`src/rtl/fetch_inst_queue_pkg.sv`:
```
// fetch_inst_queue_pkg: shared types and constants for the fetch-to-decode instruction queue.
// Revision: 1.0
`default_nettype none

package fetch_inst_queue_pkg;

    localparam int FETCH_WIDTH = 2;

    typedef struct packed {
        logic [31:0] pc;
        logic [1:0]  mask;
        logic [31:0] inst0;
        logic [31:0] inst1;
    } fetch_packet_t;

    typedef struct packed {
        logic [31:0] pc;
        logic [31:0] inst;
    } iq_entry_t;

endpackage

`default_nettype wire

```
`src/rtl/fetch_inst_queue_ptr_ctrl.sv`:
```
// iq_ptr_ctrl: read/write pointers, occupancy count, in_ready and enqueue/dequeue amounts.
// Revision: 1.0
`default_nettype none

module iq_ptr_ctrl
    import fetch_inst_queue_pkg::*;
#(
    parameter int DEPTH = 8,
    localparam int PTR_W = $clog2(DEPTH)
) (
    input  logic             clk,
    input  logic             reset,
    input  logic             flush_i,
    input  logic             in_valid_i,
    input  logic [1:0]       in_mask_i,
    input  logic [1:0]       deq_num_i,
    output logic             in_ready_o,
    output logic             enq_fire_o,
    output logic [PTR_W-1:0] rd_ptr_o,
    output logic [PTR_W-1:0] wr_ptr_o,
    output logic [PTR_W:0]   count_o
);

    logic [PTR_W-1:0] rd_ptr_q, rd_ptr_d;
    logic [PTR_W-1:0] wr_ptr_q, wr_ptr_d;
    logic [PTR_W:0]   count_q, count_d;
    logic [1:0]       n_in, n_out, deq_clamp;

    // Ready depends only on registered count so enqueue never waits on decode.
    assign in_ready_o = (count_q <= (PTR_W+1)'(DEPTH - FETCH_WIDTH));
    assign enq_fire_o = in_valid_i && in_ready_o && !flush_i;

    always_comb begin
        n_in      = 2'd0;
        n_out     = 2'd0;
        deq_clamp = (deq_num_i == 2'd3) ? 2'd2 : deq_num_i;
        rd_ptr_d  = rd_ptr_q;
        wr_ptr_d  = wr_ptr_q;
        count_d   = count_q;
        if (enq_fire_o) begin
            n_in = 2'({1'b0, in_mask_i[0]}) + 2'({1'b0, in_mask_i[1]});
        end
        if (count_q < (PTR_W+1)'(deq_clamp)) begin
            n_out = count_q[1:0];
        end else begin
            n_out = deq_clamp;
        end
        if (flush_i) begin
            rd_ptr_d = '0;
            wr_ptr_d = '0;
            count_d  = '0;
        end else begin
            wr_ptr_d = wr_ptr_q + PTR_W'(n_in);
            rd_ptr_d = rd_ptr_q + PTR_W'(n_out);
            count_d  = count_q + (PTR_W+1)'(n_in) - (PTR_W+1)'(n_out);
        end
    end

    always_ff @(posedge clk or posedge reset) begin
        if (reset) begin
            rd_ptr_q <= '0;
            wr_ptr_q <= '0;
            count_q  <= '0;
        end else begin
            rd_ptr_q <= rd_ptr_d;
            wr_ptr_q <= wr_ptr_d;
            count_q  <= count_d;
        end
    end

    assign rd_ptr_o = rd_ptr_q;
    assign wr_ptr_o = wr_ptr_q;
    assign count_o  = count_q;

endmodule

`default_nettype wire

```
`src/rtl/fetch_inst_queue.sv`:
```
// fetch_inst_queue: circular instruction buffer between icache response and decode.
// Optional macro FETCH_IQ_PERF_EN enables saturating full/empty cycle counters.
`default_nettype none

module fetch_inst_queue
    import fetch_inst_queue_pkg::*;
#(
    parameter int DEPTH = 8,
    localparam int PTR_W = $clog2(DEPTH)
) (
    input  logic        clk,
    input  logic        reset,
    input  logic        flush,
    input  logic        in_valid,
    output logic        in_ready,
    input  logic [31:0] in_pc,
    input  logic [1:0]  in_mask,
    input  logic [31:0] in_inst0,
    input  logic [31:0] in_inst1,
    output logic [1:0]  out_valid,
    output logic [31:0] out_pc0,
    output logic [31:0] out_pc1,
    output logic [31:0] out_inst0,
    output logic [31:0] out_inst1,
    input  logic [1:0]  deq_num,
    output logic [31:0] perf_full_cycles,
    output logic [31:0] perf_empty_cycles
);

    fetch_packet_t    pkt;
    iq_entry_t        mem_q [DEPTH];
    logic             enq_fire;
    logic [PTR_W-1:0] rd_ptr, wr_ptr, rd_ptr_p1, wr_ptr_p1;
    logic [PTR_W:0]   count;

    assign pkt = '{pc: in_pc, mask: in_mask, inst0: in_inst0, inst1: in_inst1};

    iq_ptr_ctrl #(.DEPTH(DEPTH)) u_ptr_ctrl (
        .clk        (clk),
        .reset      (reset),
        .flush_i    (flush),
        .in_valid_i (in_valid),
        .in_mask_i  (pkt.mask),
        .deq_num_i  (deq_num),
        .in_ready_o (in_ready),
        .enq_fire_o (enq_fire),
        .rd_ptr_o   (rd_ptr),
        .wr_ptr_o   (wr_ptr),
        .count_o    (count)
    );

    assign wr_ptr_p1 = wr_ptr + PTR_W'(1);
    assign rd_ptr_p1 = rd_ptr + PTR_W'(1);

    // Valid slots are compacted: a lone slot1 lands at wr_ptr with pc+4.
    always_ff @(posedge clk) begin
        if (enq_fire) begin
            case (pkt.mask)
                2'b11: begin
                    mem_q[wr_ptr]    <= '{pc: pkt.pc, inst: pkt.inst0};
                    mem_q[wr_ptr_p1] <= '{pc: pkt.pc + 32'd4, inst: pkt.inst1};
                end
                2'b01:   mem_q[wr_ptr] <= '{pc: pkt.pc, inst: pkt.inst0};
                2'b10:   mem_q[wr_ptr] <= '{pc: pkt.pc + 32'd4, inst: pkt.inst1};
                default: ;
            endcase
        end
    end

    assign out_valid = {count >= (PTR_W+1)'(2), count != '0};
    assign out_pc0   = mem_q[rd_ptr].pc;
    assign out_inst0 = mem_q[rd_ptr].inst;
    assign out_pc1   = mem_q[rd_ptr_p1].pc;
    assign out_inst1 = mem_q[rd_ptr_p1].inst;

`ifdef FETCH_IQ_PERF_EN
    logic [31:0] perf_full_q, perf_empty_q;

    always_ff @(posedge clk or posedge reset) begin
        if (reset) begin
            perf_full_q  <= '0;
            perf_empty_q <= '0;
        end else begin
            if (in_valid && !in_ready && perf_full_q != '1) begin
                perf_full_q <= perf_full_q + 32'd1;
            end
            if (count == '0 && !flush && perf_empty_q != '1) begin
                perf_empty_q <= perf_empty_q + 32'd1;
            end
        end
    end

    assign perf_full_cycles  = perf_full_q;
    assign perf_empty_cycles = perf_empty_q;
`else
    assign perf_full_cycles  = 32'd0;
    assign perf_empty_cycles = 32'd0;
`endif

endmodule

`default_nettype wire
```
`config.mk`:
```
export PLATFORM = sky130hd
export DESIGN_NAME = fetch_inst_queue
export DESIGN_NICKNAME = d
export VERILOG_FILES = /design/src/rtl/fetch_inst_queue_pkg.sv /design/src/rtl/fetch_inst_queue_ptr_ctrl.sv /design/src/rtl/fetch_inst_queue.sv
export SDC_FILE = /design/constraint.sdc
export NUM_CORES = 1
export LEC_CHECK = 0
export CAP_MARGIN = 25
export CORE_UTILIZATION = 55
export DETAILED_ROUTE_END_ITERATION = 10
export PLACE_DENSITY = 0.77
export REMOVE_ABC_BUFFERS = 1
export SYNTH_ARGS = -nofsm -noshare
export SYNTH_HDL_FRONTEND = slang
export SYNTH_HIERARCHICAL = 1
export SYNTH_SLANG_ARGS = --single-unit
```
`constraint.sdc`:
```
create_clock -name clk -period 9.36 [get_ports clk]
set_input_delay 1.872 -clock clk [delete_from_list [all_inputs] [get_ports clk]]
set_output_delay 1.872 -clock clk [all_outputs]
set_load 0.02 [all_outputs]
```
==> results of run 1 <==
[cells in the final DEF (no fill, tap or decap), types with 37 or more instances in the layout]
master / synthesis / final
nor2_1: 51 / 51
nor3_1: 39 / 39
nand4_1: 37 / 37
mux4_2: 256 / 256
xnor2_1: 163 / 163
clkbuf_16: 0 / 57
conb_1: 1 / 64
nand2_1: 871 / 871
mux2_2: 128 / 128
nand3_1: 39 / 39
xor2_1: 73 / 72
edfxtp_1: 512 / 512
clkdlybuf4s50_1: 0 / 234
buf_4: 112 / 37
[stage by stage]
stage / std cells / instance area (µm²)
after global placement: 3422 / 34400
after detailed placement: 3424 / 34400
final: 3531 / 36200
after global routing: 3531 / 36200
after CTS: 3523 / 36200
after floorplan: 2384 / 30500
[sequential cells by signal, summed over array words and instances (netlist names)]
name	count
mem_q	512
u_ptr_ctrl/count_o	4
u_ptr_ctrl/rd_ptr_o	3
u_ptr_ctrl/wr_ptr_o	3
[report_power, final]
part / switching [µW] / internal, µW / total (µW) / leakage (µW)
Clock: 932 / 1240 / 2180 / 0.000855
Sequential: 123 / 2660 / 2780 / 0.00475
Combinational: 1880 / 1860 / 3730 / 0.00684
[worst max-delay path: cells and delay by family, from the launching register on]
kind                   cells  cell delay (ns)
buffers and inverters      3             2.04
multiplexers               2             0.93
flip-flops                 1             1.04
[worst max path at each step]
| stage | startpoint | to | slack (ns) |
|---|---|---|---|
| 2_1_floorplan | u_ptr_ctrl/rd_ptr_o[0] | out_inst1[0] | -4.32 |
| 3_3_place_gp | u_ptr_ctrl/rd_ptr_o[0] | out_inst1[20] | 3.28 |
| 3_5_place_dp | u_ptr_ctrl/rd_ptr_o[0] | out_pc1[24] | 3.17 |
| 4_1_cts | u_ptr_ctrl/rd_ptr_o[0] | out_pc1[24] | 2.50 |
| 5_1_grt | u_ptr_ctrl/rd_ptr_o[0] | out_pc1[18] | 2.38 |
| 6_report | u_ptr_ctrl/rd_ptr_o[0] | out_pc1[23] | 2.71 |
[layout make-up]
| cell class | instances | area, µm² | area share |
|---|---|---|---|
| antenna | 2 | 5.00 | 0.000138 |
| tap | 765 | 957 | 0.0264 |
| inverter | 11 | 41.3 | 0.00114 |
| multi-input combinational | 1851 | 15100 | 0.416 |
| sequential | 522 | 15600 | 0.432 |
| clock inverter | 33 | 290 | 0.00801 |
| clock buffer | 66 | 1460 | 0.0403 |
| timing repair buffer | 281 | 2750 | 0.0760 |
[per-layer routing]
| metal | up-vias | global-route usage |
|---|---|---|
| met5 | - | 0 |
| met4 | 4 | 0.151 |
| met3 | 321 | 0.0622 |
| met2 | 1584 | 0.517 |
| met1 | 11100 | 0.393 |
| li1 | 9484 | - |
[cell families (layout without fill, tap and decap cells)]
group | Yosys count | count (layout) | synth area share
buffers and inverters | 348 | 391 | 0.0588
XOR/XNOR | 238 | 238 | 0.0655
multiplexers | 384 | 384 | 0.225
adder cells (fa/ha/maj) | 17 | 17 | 0.00757
AO/OA/AOI/OAI | 36 | 36 | 0.00901
AND/OR/NAND/NOR | 1112 | 1112 | 0.147
flip-flops | 522 | 522 | 0.487
other | 1 | 66 | 0.000117
==> reports/metrics.yaml, run 1 <==
global_routing:
  grt_pass1_vias: 23200
  grt_first_pass_wirelength_mm: 139
  gr-total-overflow: 0
  grt_usage: 0.312
  grt_max_degree: 150
  antenna_found_initial: 4
power:
  p_leak_uw: 0.0124
  finalPower_uw: 8690
  vdd_ir_drop_max_mv: 0.208
  p_per_area_mw_per_mm2: 240
worst_setup_path:
  r2r_setup_slack_ns: 4.87
  critPathRequiredTime_ns: 7.49
  crit_arrival_ns: 4.78
  r2r_cells: 9
  r2r-end: "mem_q[5][27]"
  cp-start-kind: "register"
  worst-setup-path-type: "reg2out"
  r2r-start: "u_ptr_ctrl/count_o[3]"
  path_cells: "buf_12 > buf_4 > mux4_2 > mux2_2 > clkdlybuf4s50_1"
  endpoint_kind: "output port"
  cp_slowest_cell: "dfrtp_4"
  slowest_delay_ns: 1.04
  cp_max_fo: 149
floorplanning:
  initial_core_util: 0.556
  core_area_mm2: 0.0577
  die_area_mm2: 0.0593
  die_w_um: 243
  rows: 88
  die_h_um: 243
  ios: 299
yosys:
  synth_cell_type_count: 58
  syn_avg_cell_area_um2: 12.1
  syn_area_mm2: 0.0321
  ys_seq_elements: 522
  synth_enable_flop_cells: 512
  synth_common_cells: "nand2_1, edfxtp_1, mux4_2"
  synthTopCellsByArea: "edfxtp_1, mux4_2, nand2_1, mux2_2, xnor2_1"
  ys.warnings.count: 6
  synth.top_cell.area_share: 0.479
  synth_top_area_cell: "edfxtp_1"
  synth_most_common_cell: "nand2_1"
  synthFlopType: "edfxtp_1"
  async_flop_share: 0.0192
  synth_cells: 2658
  synth_seq_area_share: 0.487
sta:
  setup_ws_ns: 2.71
  worst_slew_margin_rel: 0.220
  rsz0062_at_grt: "false"
  hold_viol_final: 0
  period_minus_slack_ns: 6.65
  tightest_slew_ns: 1.17
  timing.final.crit_share: 0.711
  max_freq_ghz: 0.150
  fin_hold_ws_ns: 0.731
  setup_viol: 0
  drv_slew: 0
  clock-skew-final_ns: 0.0147
  setup_tns_ns: 0
cts:
  cts_hold_buf: 0
  cts.root.buffer_cell: "clkbuf_16"
  clkTransAtPathRegs_ns: 0.06
  cts_resized: 0
  clockBufferDepth: 3
  numCtsBuffers: 55
  cts_num_sinks: 522
  postCtsSetupBuffers: 0
  clock_latency_ns: 0.62
  cts_tree: "yes"
  cts_max_level: 2
detailed_routing:
  top_layer: "met5"
  postRouteAntennaNets: 0
  drc_errors: 0
  wl_met2_mm: 45.3
  wl_per_cell_um: 26.2
  via_count: 22500
  routed_wl_mm: 92.5
  wl_met1_mm: 32.0
  drtIter0Drc: 2730
  route.met3.wl_mm: 10.8
  routed_via_density: 6.37
  firstDrtPassIters: 7
min_path:
  hold_path_class: "reg2reg"
  hold_end: "u_ptr_ctrl/wr_ptr_o[2]"
  worstHoldStart: "u_ptr_ctrl/wr_ptr_o[2]"
  worstHoldPathCells: 2
layout:
  final_nets: 2843
  utilization: 0.628
  n_fill_cell: 4218
  syn_to_final_growth_pct: 13.0
  drive_gt1_frac: 0.207
placement:
  gp_congestion: 0.830
  dpl_worst_slack_ns: 3.17
  port_buffers: 234
  dpl.hpwl_mm: 53.7
run_status:
  status: "completed"
flow_run:
  drv_cap: 0
No activity file was read; power rests on OpenSTA's default activity.
==> inputs of run 2 (changes only) <==
==> constraint.sdc (replaced) <==
create_clock -name clk -period 6.7 [get_ports clk]
set_input_delay 1.34 -clock clk [delete_from_list [all_inputs] [get_ports clk]]
set_output_delay 1.34 -clock clk [all_outputs]
set_load 0.02 [all_outputs]
==> reports/metrics.yaml, run 2 (synthesized netlist as in run 1, its figures left out) <==
run_status:
  status: "completed"
worst_setup_path:
  crit_start: "u_ptr_ctrl/rd_ptr_o[0]"
  path_cells: "buf_12 > buf_4 > mux4_2 > mux2_2 > clkdlybuf4s50_1"
  worst-setup-path-type: "reg2out"
  endpoint_kind: "output port"
  r2r-start: "u_ptr_ctrl/count_o[3]"
  cp-start-kind: "register"
  critPathRequiredTime_ns: 5.36  # -2.13 ns
  r2r-end: "mem_q[3][39]"
  cp_max_fo: 143  # -4.0%
  endpoint: "out_inst1[16]"
  cp_slowest_cell: "buf_4"
  slowest_delay_ns: 0.77  # -0.27 ns
  crit_arrival_ns: 4.29  # -0.49 ns
  r2r_cells: 8  # -1
  r2r_setup_slack_ns: 2.55  # -2.32 ns
sta:
  max_freq_ghz: 0.178
  worst_slew_margin_rel: 0.295  # +0.0742
  fin_hold_ws_ns: 0.728  # -0.00272 ns
  tightest_slew_ns: 1.05  # -0.115 ns
  rsz0062_at_grt: "false"
  hold_viol_final: 0  # unchanged
  timing.final.crit_share: 0.840
  drv_slew: 0  # unchanged
  period_minus_slack_ns: 5.63
  setup_viol: 0  # unchanged
  clock-skew-final_ns: 0.0124  # -0.00232 ns
global_routing:
  grt_usage: 0.309  # -0.00298
  grt_pass1_vias: 22800  # -1.5%
  gr-total-overflow: 0  # unchanged
  grt_first_pass_wirelength_mm: 137  # -1.2%
  grt_max_degree: 144  # -4.0%
  antenna_found_initial: 1  # -3
cts:
  numCtsBuffers: 53  # -3.6%
  cts_tree: "yes"
  cts_max_level: 2  # unchanged
  cts_num_sinks: 522  # unchanged
  cts_resized: 0  # unchanged
  clkTransAtPathRegs_ns: 0.06  # about the same
  clock_latency_ns: 0.62  # about the same
  postCtsSetupBuffers: 0  # unchanged
  clockBufferDepth: 3  # unchanged
  cts.root.buffer_cell: "clkbuf_16"
  cts_hold_buf: 0  # unchanged
layout:
  final_cell_mix: "nand2_1, edfxtp_1, mux4_2"
  final_nets: 2846  # +0.11%
  syn_to_final_growth_pct: 13.3
  largest_reg_flops: 512  # unchanged
  utilization: 0.630  # +0.00200
  n_fill_cell: 4207  # -0.26%
  drive_gt1_frac: 0.208  # +0.000635
  layout_commonest_cell: "nand2_1"
  regMostFlops: "mem_q"
floorplanning:
  die_area_mm2: 0.0593  # unchanged
  die_w_um: 243  # unchanged
  core_area_mm2: 0.0577  # unchanged
  die_h_um: 243  # unchanged
  ios: 299  # unchanged
  rows: 88  # unchanged
  initial_core_util: 0.556  # unchanged
detailed_routing:
  drc_errors: 0  # unchanged
  routed_wl_mm: 91.7  # -0.92%
  via_count: 22700  # +1.0%
  drtIter0Drc: 2791  # +2.2%
  postRouteAntennaNets: 0  # unchanged
  firstDrtPassIters: 6  # -1
  routed_via_density: 6.42  # +0.89%
  wl_per_cell_um: 25.9  # -1.1%
min_path:
  hold_path_class: "reg2reg"
power:
  p_per_area_mw_per_mm2: 336  # +40%
  vdd_ir_drop_max_mv: 0.292  # +41%
  p_leak_uw: 0.0125  # +0.32%
placement:
  port_buffers: 234  # unchanged
  gp_congestion: 0.821  # -1.1%
  dpl.hpwl_mm: 54.3  # +1.1%
flow_run:
  drv_cap: 0  # unchanged
## run 2: changes by cell type in the layout (fill, tap and decap cells not counted), sizes merged
cell	previous run	this run
clkbuf	70	69
buf	43	50
diode	2	1
clkinv	23	22
bufinv	5	6
## run 2: worst min-delay path by stage
stage / startpoint / endpoint / cells after the start
floorplan: u_ptr_ctrl/count_o[0] / u_ptr_ctrl/count_o[0] / 2
global placement: u_ptr_ctrl/wr_ptr_o[2] / u_ptr_ctrl/wr_ptr_o[2] / 2
detailed placement: u_ptr_ctrl/wr_ptr_o[2] / u_ptr_ctrl/wr_ptr_o[2] / 2
CTS: u_ptr_ctrl/wr_ptr_o[2] / u_ptr_ctrl/wr_ptr_o[2] / 2
global route: u_ptr_ctrl/wr_ptr_o[2] / u_ptr_ctrl/wr_ptr_o[2] / 2
finish: u_ptr_ctrl/wr_ptr_o[2] / u_ptr_ctrl/wr_ptr_o[2] / 2
## run 2: worst max-delay path: cells and delay by family, from the launching register on
family / cells / cell delay, ns
buf+inv: 3 / 2.01
flops: 1 / 0.54
mux: 2 / 0.94
## run 2: layout make-up
type	instances	area (µm²)	area share
inverters	11	41.3	0.00114
diodes	1	2.50	0.0000688
multi-input cells	1851	15100	0.415
clock buffers	67	1420	0.0391
clock inverters	33	315	0.00867
flip-flops and latches	522	15600	0.430
well taps	765	957	0.0263
repair buffers	286	2890	0.0794
## run 2: through the flow
| step | TNS, ns | setup slack [ns] | std cells | area [µm²] | total power, µW |
|---|---|---|---|---|---|
| 5_1_grt | 0 | 0.896 | 3535 | 36300 | 12600 |
| 6_report | 0 | 1.07 | 3536 | 36300 | 12200 |
| 2_1_floorplan | -752.56 | -6.45 | 2384 | 30500 | 7730 |
| 3_5_place_dp | 0 | 1.50 | 3430 | 34600 | 9200 |
| 3_3_place_gp | 0 | 1.60 | 3427 | 34500 | 9130 |
| 4_1_cts | 0 | 1.06 | 3530 | 36300 | 12200 |
## run 2: per-layer routing
layer | GRT usage | vias to the layer above | wire (µm)
li1 | - | 9501 | -
met1 | 0.400 | 11300 | 32100
met5 | 0 | - | 11
met2 | 0.511 | 1611 | 44900
met4 | 0.140 | 2 | 3970
met3 | 0.0533 | 286 | 10600
## run 2: power breakdown
part	internal (µW)	total (µW)	switching, µW
registers	3710	3850	140
logic	2610	5330	2730
clock network	1730	3030	1300
